$ cat config.mk
export PLATFORM = sky130hd
export DESIGN_NAME = bank_arbiter
export DESIGN_NICKNAME = d
export VERILOG_FILES = /design/src/rtl/bank_arb_pkg.sv /design/src/rtl/bank_arb_edge_sync.sv /design/src/rtl/bank_arbiter.sv
export SDC_FILE = /design/constraint.sdc
export NUM_CORES = 1
export LEC_CHECK = 0
export CAP_MARGIN = 0
export CORE_ASPECT_RATIO = 0.9
export CORE_UTILIZATION = 61
export CTS_CLUSTER_SIZE = 40
export DETAILED_ROUTE_END_ITERATION = 10
export PLACE_DENSITY = 0.85
export SYNTH_ARGS = -nofsm -noshare
export SYNTH_HDL_FRONTEND = slang
export SYNTH_SLANG_ARGS = --single-unit
$ cat constraint.sdc
create_clock -name clk -period 8.75 [get_ports clk]
set_clock_uncertainty 0.05 [all_clocks]
set_input_delay 0.875 -clock clk [delete_from_list [all_inputs] [get_ports clk]]
set_output_delay 0.875 -clock clk [all_outputs]
set_load 0.05 [all_outputs]
$ cat src/rtl/bank_arb_pkg.sv
// rtl/bank_arb_pkg.sv - shared types and constants for the frame bank arbiter
// Contents:
//   bank_state_e  - per-bank ownership state (FREE/WRITING/FULL/READING)
//   edge_pol_e    - edge polarity selector for bank_arb_edge_sync
//   LATEST, FIFO  - MODE values for bank_arbiter
//   DEF_NUM_BANKS, DEF_ADDR_W - default parameter values
package bank_arb_pkg;

   typedef enum logic [1:0] {
      FREE    = 2'd0,
      WRITING = 2'd1,
      FULL    = 2'd2,
      READING = 2'd3
   } bank_state_e;

   typedef enum logic {
      EDGE_FALL = 1'b0,
      EDGE_RISE = 1'b1
   } edge_pol_e;

   localparam int LATEST = 0;
   localparam int FIFO   = 1;

   localparam int DEF_NUM_BANKS = 3;
   localparam int DEF_ADDR_W    = 13;

endpackage

$ cat src/rtl/bank_arb_edge_sync.sv
// rtl/bank_arb_edge_sync.sv - two-flop synchroniser with single-cycle edge detect
// Ports:
//   clk      in   system clock
//   rst_n    in   asynchronous active-low reset, clears all flops
//   i_level  in   asynchronous level input
//   o_event  out  one-cycle pulse on the selected edge of the synchronised level
// Parameter POL selects rising (EDGE_RISE) or falling (EDGE_FALL) detection.
module bank_arb_edge_sync
   import bank_arb_pkg::*;
#(
   parameter edge_pol_e POL = EDGE_RISE
) (
   input  logic clk,
   input  logic rst_n,
   input  logic i_level,
   output logic o_event
);

   // r_meta/r_s1 form the synchroniser; r_s2 is the one-cycle history of
   // the synchronised level used for edge detection.
   logic r_meta;
   logic r_s1;
   logic r_s2;

   always_ff @(posedge clk or negedge rst_n) begin
      if (!rst_n) begin
         r_meta <= 1'b0;
         r_s1   <= 1'b0;
         r_s2   <= 1'b0;
      end else begin
         r_meta <= i_level;
         r_s1   <= r_meta;
         r_s2   <= r_s1;
      end
   end

   assign o_event = (POL == EDGE_RISE) ? (r_s1 & ~r_s2) : (~r_s1 & r_s2);

endmodule

$ cat src/rtl/bank_arbiter.sv
// rtl/bank_arbiter.sv - SDRAM frame bank arbiter between a camera writer and a VGA reader
// Ports:
//   clk        in   system clock
//   rst_133    in   asynchronous active-low reset
//   en         in   arbitration enable; events seen while low are discarded
//   vga_rise   in   reader frame level (async); falling edge ends a reader frame
//   cam_rise   in   writer frame level (async); rising edge ends a writer frame
//   wr_addr_i  in   writer's current SDRAM address, captured at writer frame end
//   vga_bank   out  bank owned by the reader
//   cam_bank   out  bank owned by the writer
//   rd_addr_o  out  captured end address of the frame in vga_bank
//   full_cnt   out  completed frames waiting for the reader
//   drop_cnt   out  saturating count of drop_p pulses (BANK_ARB_DROP_CNT_EN only)
//   drop_p     out  one-cycle pulse when a waiting frame is discarded
// Optional feature macro: BANK_ARB_DROP_CNT_EN
module bank_arbiter
   import bank_arb_pkg::*;
#(
   parameter int NUM_BANKS = DEF_NUM_BANKS,
   parameter int ADDR_W    = DEF_ADDR_W,
   parameter int MODE      = LATEST,
   parameter int BANK_W    = $clog2(NUM_BANKS)
) (
   input  logic              clk,
   input  logic              rst_133,
   input  logic              en,
   input  logic              vga_rise,
   input  logic              cam_rise,
   input  logic [ADDR_W-1:0] wr_addr_i,
   output logic [BANK_W-1:0] vga_bank,
   output logic [BANK_W-1:0] cam_bank,
   output logic [ADDR_W-1:0] rd_addr_o,
   output logic [BANK_W:0]   full_cnt,
`ifdef BANK_ARB_DROP_CNT_EN
   output logic [15:0]       drop_cnt,
`endif
   output logic              drop_p
);

   localparam int QDEPTH = NUM_BANKS - 2;  // stored queue depth
   localparam int WDEPTH = NUM_BANKS - 1;  // working depth: one transient extra push
   localparam int CNT_W  = BANK_W + 1;

   logic w_wr_ev;
   logic w_rd_ev;
   logic w_wr;
   logic w_rd;

   bank_arb_edge_sync #(.POL(EDGE_RISE)) u_cam_sync (
      .clk     (clk),
      .rst_n   (rst_133),
      .i_level (cam_rise),
      .o_event (w_wr_ev)
   );

   bank_arb_edge_sync #(.POL(EDGE_FALL)) u_vga_sync (
      .clk     (clk),
      .rst_n   (rst_133),
      .i_level (vga_rise),
      .o_event (w_rd_ev)
   );

   assign w_wr = en & w_wr_ev;
   assign w_rd = en & w_rd_ev;

   bank_state_e       r_state [NUM_BANKS];
   logic [ADDR_W-1:0] r_addr  [NUM_BANKS];
   logic [BANK_W-1:0] r_q     [QDEPTH];
   logic [CNT_W-1:0]  r_qcnt;
   logic [BANK_W-1:0] r_vga;
   logic [BANK_W-1:0] r_cam;
   logic [ADDR_W-1:0] r_rd_addr;
   logic              r_drop;

   bank_state_e       w_state [NUM_BANKS];
   logic [ADDR_W-1:0] w_addr  [NUM_BANKS];
   logic [BANK_W-1:0] w_q     [WDEPTH];
   int                w_cnt;
   logic [BANK_W-1:0] w_vga;
   logic [BANK_W-1:0] w_cam;
   logic [BANK_W-1:0] w_sel;
   logic [BANK_W-1:0] w_free;
   logic [ADDR_W-1:0] w_rd_addr;
   logic              w_drop;
   logic              w_found;

   // Next-state: writer push, then reader selection on the updated queue,
   // then writer picks a new bank (which may be the one the reader just left).
   always_comb begin
      w_state   = r_state;
      w_addr    = r_addr;
      for (int i = 0; i < WDEPTH; i++) w_q[i] = '0;
      for (int i = 0; i < QDEPTH; i++) w_q[i] = r_q[i];
      w_cnt     = int'(r_qcnt);
      w_vga     = r_vga;
      w_cam     = r_cam;
      w_sel     = r_vga;
      w_free    = '0;
      w_rd_addr = r_rd_addr;
      w_drop    = 1'b0;
      w_found   = 1'b0;

      if (w_wr) begin
         w_state[r_cam] = FULL;
         w_addr[r_cam]  = wr_addr_i;
         for (int i = 0; i < WDEPTH; i++) begin
            if (i == w_cnt) w_q[i] = r_cam;
         end
         w_cnt = w_cnt + 1;
      end

      if (w_rd && (w_cnt != 0)) begin
         w_state[r_vga] = FREE;
         if (MODE == LATEST) begin
            // Newest frame wins; everything older in the queue is released.
            for (int i = 0; i < WDEPTH; i++) begin
               if (i == w_cnt - 1)  w_sel = w_q[i];
               else if (i < w_cnt)  w_state[w_q[i]] = FREE;
            end
            w_cnt = 0;
         end else begin
            w_sel = w_q[0];
            for (int i = 0; i < WDEPTH - 1; i++) w_q[i] = w_q[i+1];
            w_cnt = w_cnt - 1;
         end
         w_state[w_sel] = READING;
         w_vga          = w_sel;
         w_rd_addr      = w_addr[w_sel];
      end

      if (w_wr) begin
         // Descending scan so the lowest FREE index is the last one kept.
         for (int i = NUM_BANKS - 1; i >= 0; i--) begin
            if (w_state[i] == FREE) begin
               w_found = 1'b1;
               w_free  = BANK_W'(i);
            end
         end
         if (w_found) begin
            w_cam          = w_free;
            w_state[w_free] = WRITING;
         end else begin
            // No free bank: recycle the oldest waiting frame for the writer.
            w_cam            = w_q[0];
            w_state[w_q[0]]  = WRITING;
            for (int i = 0; i < WDEPTH - 1; i++) w_q[i] = w_q[i+1];
            w_cnt  = w_cnt - 1;
            w_drop = 1'b1;
         end
      end
   end

   always_ff @(posedge clk or negedge rst_133) begin
      if (!rst_133) begin
         for (int i = 0; i < NUM_BANKS; i++) begin
            r_state[i] <= (i == 0) ? READING : ((i == 1) ? WRITING : FREE);
            r_addr[i]  <= '0;
         end
         for (int i = 0; i < QDEPTH; i++) r_q[i] <= '0;
         r_qcnt    <= '0;
         r_vga     <= BANK_W'(0);
         r_cam     <= BANK_W'(1);
         r_rd_addr <= '0;
         r_drop    <= 1'b0;
      end else begin
         r_state   <= w_state;
         r_addr    <= w_addr;
         for (int i = 0; i < QDEPTH; i++) r_q[i] <= w_q[i];
         r_qcnt    <= CNT_W'(w_cnt);
         r_vga     <= w_vga;
         r_cam     <= w_cam;
         r_rd_addr <= w_rd_addr;
         r_drop    <= w_drop;
      end
   end

`ifdef BANK_ARB_DROP_CNT_EN
   logic [15:0] r_drop_cnt;

   always_ff @(posedge clk or negedge rst_133) begin
      if (!rst_133) begin
         r_drop_cnt <= '0;
      end else if (r_drop && (r_drop_cnt != 16'hFFFF)) begin
         r_drop_cnt <= r_drop_cnt + 16'd1;
      end
   end

   assign drop_cnt = r_drop_cnt;
`endif

   assign vga_bank  = r_vga;
   assign cam_bank  = r_cam;
   assign rd_addr_o = r_rd_addr;
   assign full_cnt  = r_qcnt;
   assign drop_p    = r_drop;

endmodule

# ---- Word-level counts from Yosys, hierarchy flattened
# Index checks and enable logic that the tools add are counted.
dict set report totals {
  in_bits 18
  wordCells 130
  out_inout_bits 21
  regBits 74
}
dict set report classes {
  order_cmp 14
  reduce_logical 13
  bitwise 28
  eq_ne 2
  mux 52
  addsub 3
}
# op n
set ops {}
lappend ops {{$mux 6} 10}
lappend ops {{$bwmux 39} 1}
lappend ops {{$mux 13} 3}
lappend ops {{$mux 39} 1}
lappend ops {{$mux 2} 18}
lappend ops {{$eq 2x32->1 const A} 1}
lappend ops {{$logic_not 32->1} 1}
lappend ops {{$reduce_bool 32->1} 1}
lappend ops {{$bmux 13 s2} 1}
lappend ops {{$demux 13 s2} 1}
lappend ops {{$demux 2 s2} 6}
lappend ops {{$and 6x6->6} 3}
lappend ops {{$ge 3x3->1 const B} 6}
lappend ops {{$lt 3x1->1 const B} 6}
lappend ops {{$not 2->3} 6}
lappend ops {{$not 6->6} 3}
lappend ops {{$and 3x3->3} 3}
lappend ops {{$mux 3} 3}
lappend ops {{$not 3->3} 3}
lappend ops {{$or 3x3->3} 3}
lappend ops {{$lt 1x4->1 const A} 2}
lappend ops {{$mux 4} 2}
lappend ops {{$logic_and 1x1->1} 7}
lappend ops {{$logic_not 2->1} 3}
lappend ops {{other kinds (9)} 18}

# ---- Depth between registers and ports, before layout
# Gate-level depths: netlist of run 1.
dict set report logic_depth {
  word_depth 34
  ltp_mapped 12
  mapped_depth_nobuf 10
}

# ---- Hierarchy
# Synthesis of run 1 repeated with hierarchy kept, for this count alone.
dict set report unflattened {
  hier_cells 342
  hier_area_um2 3834.9
}
# module n_inst cells_each seq_area_each_um2 area_per_inst_um2
set by_module_without_submodules {}
lappend by_module_without_submodules {bank_arbiter 1 334 1706.6 3657.3}
lappend by_module_without_submodules {bank_arb_edge_sync 2 4 75.1 88.8}

# ---- Least setup slack after synthesis of run 1
# No wires, ideal clock.
dict set report synth_path {
  kind {reg2reg}
  start {reg r_qcnt[0], in the netlist full_cnt[0]}
  end {reg r_q[0] (netlist name)}
  arrival_ns 3.291
  path_stages_with_launch 12
  required_time_ns 8.554
  setup_time_ns 0.146
  setup_slack_ns 5.264
  path_cell_list {dfrtp_1 > buf_2 > inv_1 > ha_1 > nor4bb_1 > o21ai_0 > and2_1 > a221oi_1 > o32a_2 > nand2_1 > a211oi_4 > o32ai_1}
}
# item line_no
set synth_rtl {}
lappend synth_rtl {{start: declaration} bank_arbiter.sv:69} ;# logic [CNT_W-1:0] r_qcnt;
lappend synth_rtl {{start signal: assignment} bank_arbiter.sv:169} ;# r_qcnt <= CNT_W'(w_cnt);
lappend synth_rtl {{end: declaration} bank_arbiter.sv:68} ;# logic [BANK_W-1:0] r_q [QDEPTH];

==> flow_summary.ini, run 1 <==
[synth]
ys_seq_area_share_pct = 48.31
syn_nets = 415
synth.area.top_cells = dfrtp_1, nand2_1, mux2_2, nor2_1, a221oi_1
synthArstFlopShare_pct = 100.0
synth_ff_type = dfrtp_1
yosysTopAreaCell = dfrtp_1
ys_seq_elements = 74
synth-edff-count = 0
synth_area_um2 = 3844
syn_area_per_cell_um2 = 9.780
ys_warn_count = 0
synth_top_area_share_pct = 45.57
synthCells = 393
ys_types = 60

[clock_network]
cts_hold_buf = 0
ctsResizeCount = 0
cts_tree = done
htree_levels = 3
postCtsSetupBuffers = 0
cts_root_buffer = clkbuf_8
clk_latency_ps = 350
numCtsBuffers = 9
clock-sinks = 74
clock_path_buffers = 2
clk_pin_slew_ps = 80

[floorplanning]
io_pins = 39
die_w_um = 85.68
dieArea_um2 = 6623
coreArea_um2 = 6115
initial_core_util_pct = 62.86
fp.dieH_um = 77.31
rows = 27

[place]
placed_area_um2 = 4248
portBuffers = 38
dp_slack_ps = 4006
gp_congestion = 0.9329
hpwlAfterDp_um = 5784

[pwr]
vdd_drop_max_v = 0.0002095
power_density_nw_per_um2 = 397.4
power_leakage_nw = 1.953

[detailed_routing]
drt-pass1-iter-count = 5
maxUsedRoutingLayer = met4
drc_errors = 0
drt_iter0_drc = 280
vias = 3097
drtAntennaViolNets = 0
met1Wirelength_um = 4045
routedWlPerCell_um = 17.50
wl_met2_um = 4254
met3_length_um = 543
vias_per_cell = 6.014
drt_wl_total_um = 9013

[timing]
slew_headroom_pct = 25.28
fmax_ghz = 0.2217
hold_viol = 0
min_period_over_period_pct = 51.54
final_max_slew_viol_count = 0
finalSetupTns_ps = 0
setup_slack_ps = 4240
rsz0062_at_grt = no
setup_viol = 0
period_needed_ps = 4510
worstMarginPinSlew_ps = 1121

[min_path]
hold_depth = 0
worstHoldStart = u_vga_sync.r_meta
min_path_type = flop to flop
holdPathEnd = u_vga_sync.r_s1

[worst_setup_path]
reg2reg_slack_ps = 4630
slowest_delay_ps = 840
r2r_cells = 9
critPathLaunchType = input pin
endpoint_kind = flop
path_class = input pin to flop
cp_data_arrival_time_ps = 4660
crit_required_ps = 8900
path_cells = clkdlybuf4s50_1, and3b_1, o2111ai_2, nor4_1, a31o_1, nand3_1, o21a_1, a211oi_4, o32ai_1
worstPathMaxFanout = 18
r2r-start = full_cnt[0]
rr_endpoint = r_q[0]
cp_slowest_cell = a31o_1

[cells_and_area]
utilization_pct = 72.64
n_antenna_cell = 0
final_layout_size_suffix_gt1_share_pct = 15.42
layout.nets = 445
area.growth.synth_to_final_pct = 15.56
design_area_um2 = 4442

[grt]
antenna_found_initial = 0
grt_usage_pct = 30.17
grt_pass1_vias = 3068
overflow = 0
grt_pass1_wl_um = 15200
grt_max_degree = 75

[flow_run]
maxCapViolations = 0

[run_status]
status = finished, final reports clean
## where the power goes
| part | switching, W | internal [W] |
|---|---|---|
| sequential | 0.0000876 | 0.000493 |
| combinational | 0.000582 | 0.000338 |
| clock | 0.000131 | 0.000132 |
| total | 0.000801 | 0.000964 |
## metrics by stage
step                hold WS (ps)  total power, W  instances
finish                     309.5        0.001765        515
global placement           283.0        0.001470        499
global route               319.6        0.001873        515
floorplan                  281.2        0.001259        393
CTS                        315.1        0.001760        515
detailed placement         296.6        0.001491        499
## logic make-up (layout without fill, tap and decap cells)
logic type               count (synthesis)  after routing  share of synthesized area (%)
AND/OR/NAND/NOR                        182            182                          21.42
buffers and inverters                   30             65                          3.418
adder cells (fa/ha/maj)                  4              4                          1.302
XOR/XNOR                                 3              3                         0.6837
AO/OA/AOI/OAI                           74             74                          17.25
multiplexers                            26             26                          7.617
flip-flops                              74             74                          48.31
## worst max-delay path, delay by kind of cell
kind,cells,cell delay [ps]
buf+inv,1,540
compound gates,5,2020
simple gates,3,1210
## layout make-up
type	instances	area, µm²
flip-flops and latches	74	1857
multi-input cells	289	1856
fillers	424	1673
repair buffers	40	392.9
clock buffers	10	127.6
well taps	87	108.9
clock inverters	6	66.31
inverters	9	33.78
## layout by cell type, fill, tap and decap left out, types with 3 or more instances in the layout
| cell type | netlist | layout |
|---|---|---|
| a211o_1 | 3 | 3 |
| nor2_1 | 42 | 42 |
| a22oi_1 | 4 | 4 |
| and3b_1 | 4 | 4 |
| o32ai_1 | 3 | 3 |
| inv_1 | 9 | 9 |
| nand3_1 | 9 | 9 |
| nand2b_1 | 6 | 6 |
| clkinvlp_4 | 0 | 3 |
| clkbuf_8 | 0 | 9 |
| clkdlybuf4s50_1 | 0 | 37 |
| a221o_1 | 3 | 3 |
| nand2_1 | 97 | 97 |
| nor4_1 | 4 | 4 |
| o21a_1 | 4 | 4 |
| mux2_2 | 26 | 26 |
| dfrtp_1 | 70 | 70 |
| and2_1 | 3 | 3 |
| o21ai_0 | 10 | 10 |
| a221oi_1 | 14 | 14 |
| a21oi_1 | 4 | 4 |
| nor3_1 | 3 | 3 |
| dfstp_2 | 4 | 4 |
| buf_4 | 1 | 3 |
| ha_1 | 4 | 4 |
## synthesized netlist by cell type, types with 6 or more instances
cell type	n
dfrtp_1	70
nand2_1	97
a221oi_1	14
buf_2	6
nor2_1	42
clkbuf_1	13
nand3_1	9
inv_1	9
nand2b_1	6
o21ai_0	10
mux2_2	26
## routing by layer
metal | GRT usage [%] | up-vias
met5 | 0 | -
met4 | 10.00 | 0
met3 | 6.243 | 15
met2 | 48.32 | 138
met1 | 41.15 | 1494
li1 | - | 1450
## flip-flops by register name (all words and copies together), names as in the netlist, 2 cells and up
register / count
cam_bank: 2
vga_bank: 2
rd_addr_o: 13
r_q: 2
r_addr: 39
full_cnt: 3
r_state: 6
## how the worst max path moves through the flow
stage | slack (ps) | to | from
after floorplan | 5260 | r_q[0] | full_cnt[0]
after global placement | 4170 | r_q[1] | en
after detailed placement | 4010 | r_q[1] | en
after CTS | 4360 | r_q[0] | en
after global routing | 4020 | r_q[1] | en
final | 4240 | r_q[0] | en
Note: power is estimated with default switching activity, not from simulation.
==> inputs of run 2 (changes only) <==
--- a/config.mk
+++ b/config.mk
@@ -7,10 +7,10 @@
 export LEC_CHECK = 0
 export CAP_MARGIN = 0
 export CORE_ASPECT_RATIO = 0.9
-export CORE_UTILIZATION = 61
+export CORE_UTILIZATION = 57
 export CTS_CLUSTER_SIZE = 40
 export DETAILED_ROUTE_END_ITERATION = 10
-export PLACE_DENSITY = 0.85
+export PLACE_DENSITY = 0.8
 export SYNTH_ARGS = -nofsm -noshare
 export SYNTH_HDL_FRONTEND = slang
 export SYNTH_SLANG_ARGS = --single-unit
==> constraint.sdc (replaced) <==
create_clock -name clk -period 4.3 [get_ports clk]
set_clock_uncertainty 0.05 [all_clocks]
set_input_delay 0.43 -clock clk [delete_from_list [all_inputs] [get_ports clk]]
set_output_delay 0.43 -clock clk [all_outputs]
set_load 0.05 [all_outputs]
==> flow_summary.ini, run 2 (synthesized netlist as in run 1, its figures left out) <==
[timing]
worstMarginPinSlew_ps = 906.3
setup_viol = 0
min_period_over_period_pct = 84.11
hold_viol = 0
finalSetupTns_ps = 0
setup_slack_ps = 683.1
final_max_slew_viol_count = 0
rsz0062_at_grt = no
period_needed_ps = 3617
fmax_ghz = 0.2765
slew_headroom_pct = 39.58

[detailed_routing]
met1Wirelength_um = 4160
drc_errors = 0
drt_iter0_drc = 254
wl_met2_um = 4340
drt-pass1-iter-count = 5
routedWlPerCell_um = 17.41
drt_wl_total_um = 9208
maxUsedRoutingLayer = met4
met3_length_um = 579
vias_per_cell = 5.940
drtAntennaViolNets = 0
vias = 3142

[min_path]
min_path_type = input pin to asynchronous set/reset pin

[worst_setup_path]
cp_data_arrival_time_ps = 3770
path_cells = buf_4, ha_1, or2_4, a2111oi_4, o221ai_2, a31oi_4, nand3_1, o21a_1, a211oi_4, o32ai_1
critPathLaunchType = flop
slowest_delay_ps = 550
crit_required_ps = 4450
r2r_cells = 10
r2r-start = full_cnt[0]
worstPathMaxFanout = 17
path_class = flop to flop
reg2reg_slack_ps = 680
rr_endpoint = r_q[0]
cp_slowest_cell = a31oi_4
endpoint_kind = flop

[grt]
grt_pass1_wl_um = 14750
overflow = 0
grt_max_degree = 75
antenna_found_initial = 0
grt_usage_pct = 27.99
grt_pass1_vias = 2914

[floorplanning]
dieArea_um2 = 7076
fp.dieH_um = 79.91
initial_core_util_pct = 58.67
io_pins = 39
coreArea_um2 = 6551
rows = 28
die_w_um = 88.56

[cells_and_area]
utilization_pct = 68.93
largest_reg_flops = 39
n_antenna_cell = 0
final_common_cell = nand2_1
area.growth.synth_to_final_pct = 17.48
top_register = r_addr
layout_common_cells = nand2_1, dfrtp_1, nor2_1, clkdlybuf4s50_1, mux2_2
fill_cells = 503
layout.nets = 456
final_layout_size_suffix_gt1_share_pct = 17.77

[pwr]
totalPowerFinal_w = 0.003628
power_density_nw_per_um2 = 803.4
power_leakage_nw = 2.005
vdd_drop_max_v = 0.0005460

[place]
gp_congestion = 1.068
hpwlAfterDp_um = 6273
portBuffers = 38
dp_slack_ps = 615.6

[clock_network]
clk_latency_ps = 350
htree_levels = 3
cts_hold_buf = 0
clock-sinks = 74
numCtsBuffers = 9
cts_root_buffer = clkbuf_8
clk_pin_slew_ps = 90
cts_tree = done
ctsResizeCount = 0
clock_path_buffers = 2
postCtsSetupBuffers = 0

[run_status]
status = finished, final reports clean

[flow_run]
maxCapViolations = 0
[run 2: cell types whose count changed in the layout (fill, tap and decap cells not counted), sizes merged]
| cell | change |
|---|---|
| clkinvlp | -1 |
| buf | +11 |
| clkbuf | -1 |
| inv | +3 |
| bufinv | -1 |
[run 2: cell type report]
| type | instances | area [µm²] | share of cell area (%) |
|---|---|---|---|
| multi-input combinational | 289 | 1856 | 41.09 |
| clock buffer | 9 | 123.9 | 2.743 |
| timing repair buffer | 51 | 475.5 | 10.53 |
| clock inverter | 7 | 57.56 | 1.275 |
| inverter | 9 | 33.78 | 0.7481 |
| sequential | 74 | 1857 | 41.12 |
| tap | 90 | 112.6 | 2.494 |
[run 2: critical path: cells and delay by family, from the launching register on]
kind                     cells  cell delay, ps
AO/OA/AOI/OAI                6            2090
flip-flops                   1             380
adder cells (fa/ha/maj)      1             270
buffers and inverters        1             180
AND/OR/NAND/NOR              2             500
[run 2: stage by stage]
step	hold WS, ps	cells	area, µm²
detailed placement	292.6	513	4334
global placement	285.2	513	4334
finish	153.2	529	4516
global route	214.1	529	4516
floorplan	84.41	393	3844
CTS	183.5	529	4516
[run 2: where the power goes]
| part | switching [W] | internal, W | leakage [nW] | total (W) |
|---|---|---|---|---|
| Sequential | 0.000173 | 0.00100 | 0.901 | 0.00118 |
| Combinational | 0.00120 | 0.000739 | 1.02 | 0.00194 |
| Clock | 0.000289 | 0.000219 | 0.0886 | 0.000508 |
[run 2: metal layers]
layer | track usage, % | vias up
met2 | 45.85 | 127
met5 | 0 | -
met3 | 5.895 | 15
met4 | 7.258 | 0
met1 | 37.74 | 1531
li1 | - | 1469
[run 2: worst max-delay path by stage]
stage	from	to	slack, ps	depth (start not counted)
2_1_floorplan	full_cnt[0]	r_q[0]	810	11
3_3_place_gp	en	r_q[1]	720	9
3_5_place_dp	en	r_q[0]	620	9
4_1_cts	full_cnt[0]	r_q[0]	750	10
5_1_grt	full_cnt[0]	r_q[0]	490	10
6_report	full_cnt[0]	r_q[0]	680	10
==> inputs of run 3 (changes only) <==
==> constraint.sdc (replaced) <==
create_clock -name clk -period 3.37 [get_ports clk]
set_clock_uncertainty 0.05 [all_clocks]
set_input_delay 0.337 -clock clk [delete_from_list [all_inputs] [get_ports clk]]
set_output_delay 0.337 -clock clk [all_outputs]
set_load 0.05 [all_outputs]
==> flow_summary.ini, run 3 (synthesized netlist as in run 1, its figures left out) <==
[detailed_routing]
vias = 3201
routedWlPerCell_um = 17.76
drc_errors = 0
drt-pass1-iter-count = 5
drt_iter0_drc = 245
vias_per_cell = 5.972
drtAntennaViolNets = 0
drt_wl_total_um = 9517

[worst_setup_path]
cp_slowest_cell = dfrtp_2
path_class = flop to flop
r2r_cells = 11
cp_data_arrival_time_ps = 3470
slowest_delay_ps = 460
reg2reg_slack_ps = 140
endpoint_kind = flop
worstPathMaxFanout = 18
path_cells = ha_1, or2_4, a2111oi_4, or3_1, a31o_1, buf_12, nor3_4, a22oi_4, a211oi_4, buf_4, a2111o_1
crit_required_ps = 3600
path_buf_inv = 2
cp.depth = 11
critPathLaunchType = flop
crit_family = compound AO/OA/AOI/OAI gates

[min_path]
min_path_type = input pin to asynchronous set/reset pin

[cells_and_area]
stdcell_count = 536
n_antenna_cell = 0
fill_cells = 508
layout_common_cells = nand2_1, dfrtp_1, nor2_1, clkdlybuf4s50_1, mux2_2
final_layout_size_suffix_gt1_share_pct = 20.85
multi_input_area_um2 = 1878
layout.nets = 463
top_register = r_addr
seq_area_um2 = 1859
final_common_cell = nand2_1
largest_reg_flops = 39
area.growth.synth_to_final_pct = 19.76

[pwr]
totalPowerFinal_w = 0.004707
power_leakage_nw = 2.037
power_density_nw_per_um2 = 1023
vdd_drop_max_v = 0.0006081

[grt]
grt_usage_pct = 29.86
antenna_found_initial = 0
grt_max_degree = 75
grt_pass1_vias = 3061
grt_pass1_wl_um = 15580
overflow = 0

[clock_network]
clk_pin_slew_ps = 80
cts_tree = done
clock_path_buffers = 2
htree_levels = 3
clk_latency_ps = 360
numCtsBuffers = 9
clock-sinks = 74
cts_root_buffer = clkbuf_8

[floorplanning]
fp.dieH_um = 79.91
io_pins = 39
initial_core_util_pct = 58.67
rows = 28
die_w_um = 88.56
coreArea_um2 = 6551
dieArea_um2 = 7076

[flow_run]
maxCapViolations = 0

[timing]
worstMarginPinSlew_ps = 922.4
period_needed_ps = 3232
finalSetupTns_ps = 0
setup_viol = 0
fmax_ghz = 0.3094
final_max_slew_viol_count = 0
hold_viol = 0
rsz0062_at_grt = no
min_period_over_period_pct = 95.91
slew_headroom_pct = 38.50

[run_status]
status = finished, final reports clean

[place]
hpwlAfterDp_um = 6512
gp_congestion = 0.9016
place_inst = 519
portBuffers = 38
==> run 3: cell types whose count changed in the layout (fill, tap and decap cells not counted), sizes merged <==
cell | before | now
buf | 14 | 21
clkbuf | 9 | 10
clkinv | 1 | 2
clkinvlp | 2 | 3
inv | 13 | 10
==> run 3: final cells by class <==
cell class / count / share of cell area (%)
Inverter: 9 / 0.7339
Multi-Input combinational cell: 289 / 40.80
Clock inverter: 6 / 0.8970
Sequential cell: 74 / 40.39
Tap cell: 90 / 2.446
Clock buffer: 10 / 2.990
Timing Repair Buffer: 58 / 11.74
==> run 3: worst paths after layout <==
kind	to	from
max reg2reg	r_state[2]	full_cnt[0]
min	r_addr[27]	rst_133
min reg2reg	u_cam_sync.r_s1	u_cam_sync.r_meta
min in group clk	u_cam_sync.r_s1	u_cam_sync.r_meta
max in group asynchronous	full_cnt[1]	rst_133
max	r_state[2]	full_cnt[0]
==> run 3: metrics by stage <==
step,cell area (µm²),hold WS (ps),worst slack (ps),utilization (%)
after floorplan,3845,-8.591,42.21,-
final,4603,40.45,137.7,70.26
after global routing,4603,126.0,3.403,70.26
after global placement,4393,283.6,-72.93,67.05
after CTS,4587,89.03,71.47,70.02
after detailed placement,4393,284.7,-114.7,67.05
==> run 3: power by group <==
part	internal [W]	switching, W	leakage, nW	total (W)
Clock	0.000287	0.000347	0.0847	0.000634
Combinational	0.000994	0.00157	1.05	0.00256
Sequential	0.00128	0.000226	0.898	0.00151
==> run 3: per-layer routing <==
metal | track usage, % | routed length, µm | vias up
met2 | 46.69 | 4610 | 117
li1 | - | - | 1484
met5 | 0 | 0 | -
met4 | 12.58 | 204 | 0
met1 | 39.54 | 4163 | 1583
met3 | 7.239 | 539 | 17
==> run 3: repair_timing <==
item / in CTS / in global routing
pin swaps: 1 / 0
resized for setup: 2 / 7
endpoints found under the setup margin: 7 / 24
setup buffers: 1 / 0
hold buffers: 0 / 0
==> run 3: worst reg2reg max path, cell delays in order (launching register included) <==
cell,delay (ps)
dfrtp_2,460
ha_1,280
or2_4,290
a2111oi_4,440
or3_1,200
a31o_1,190
buf_12,200
nor3_4,80
a22oi_4,290
a211oi_4,110
buf_4,170
a2111o_1,410
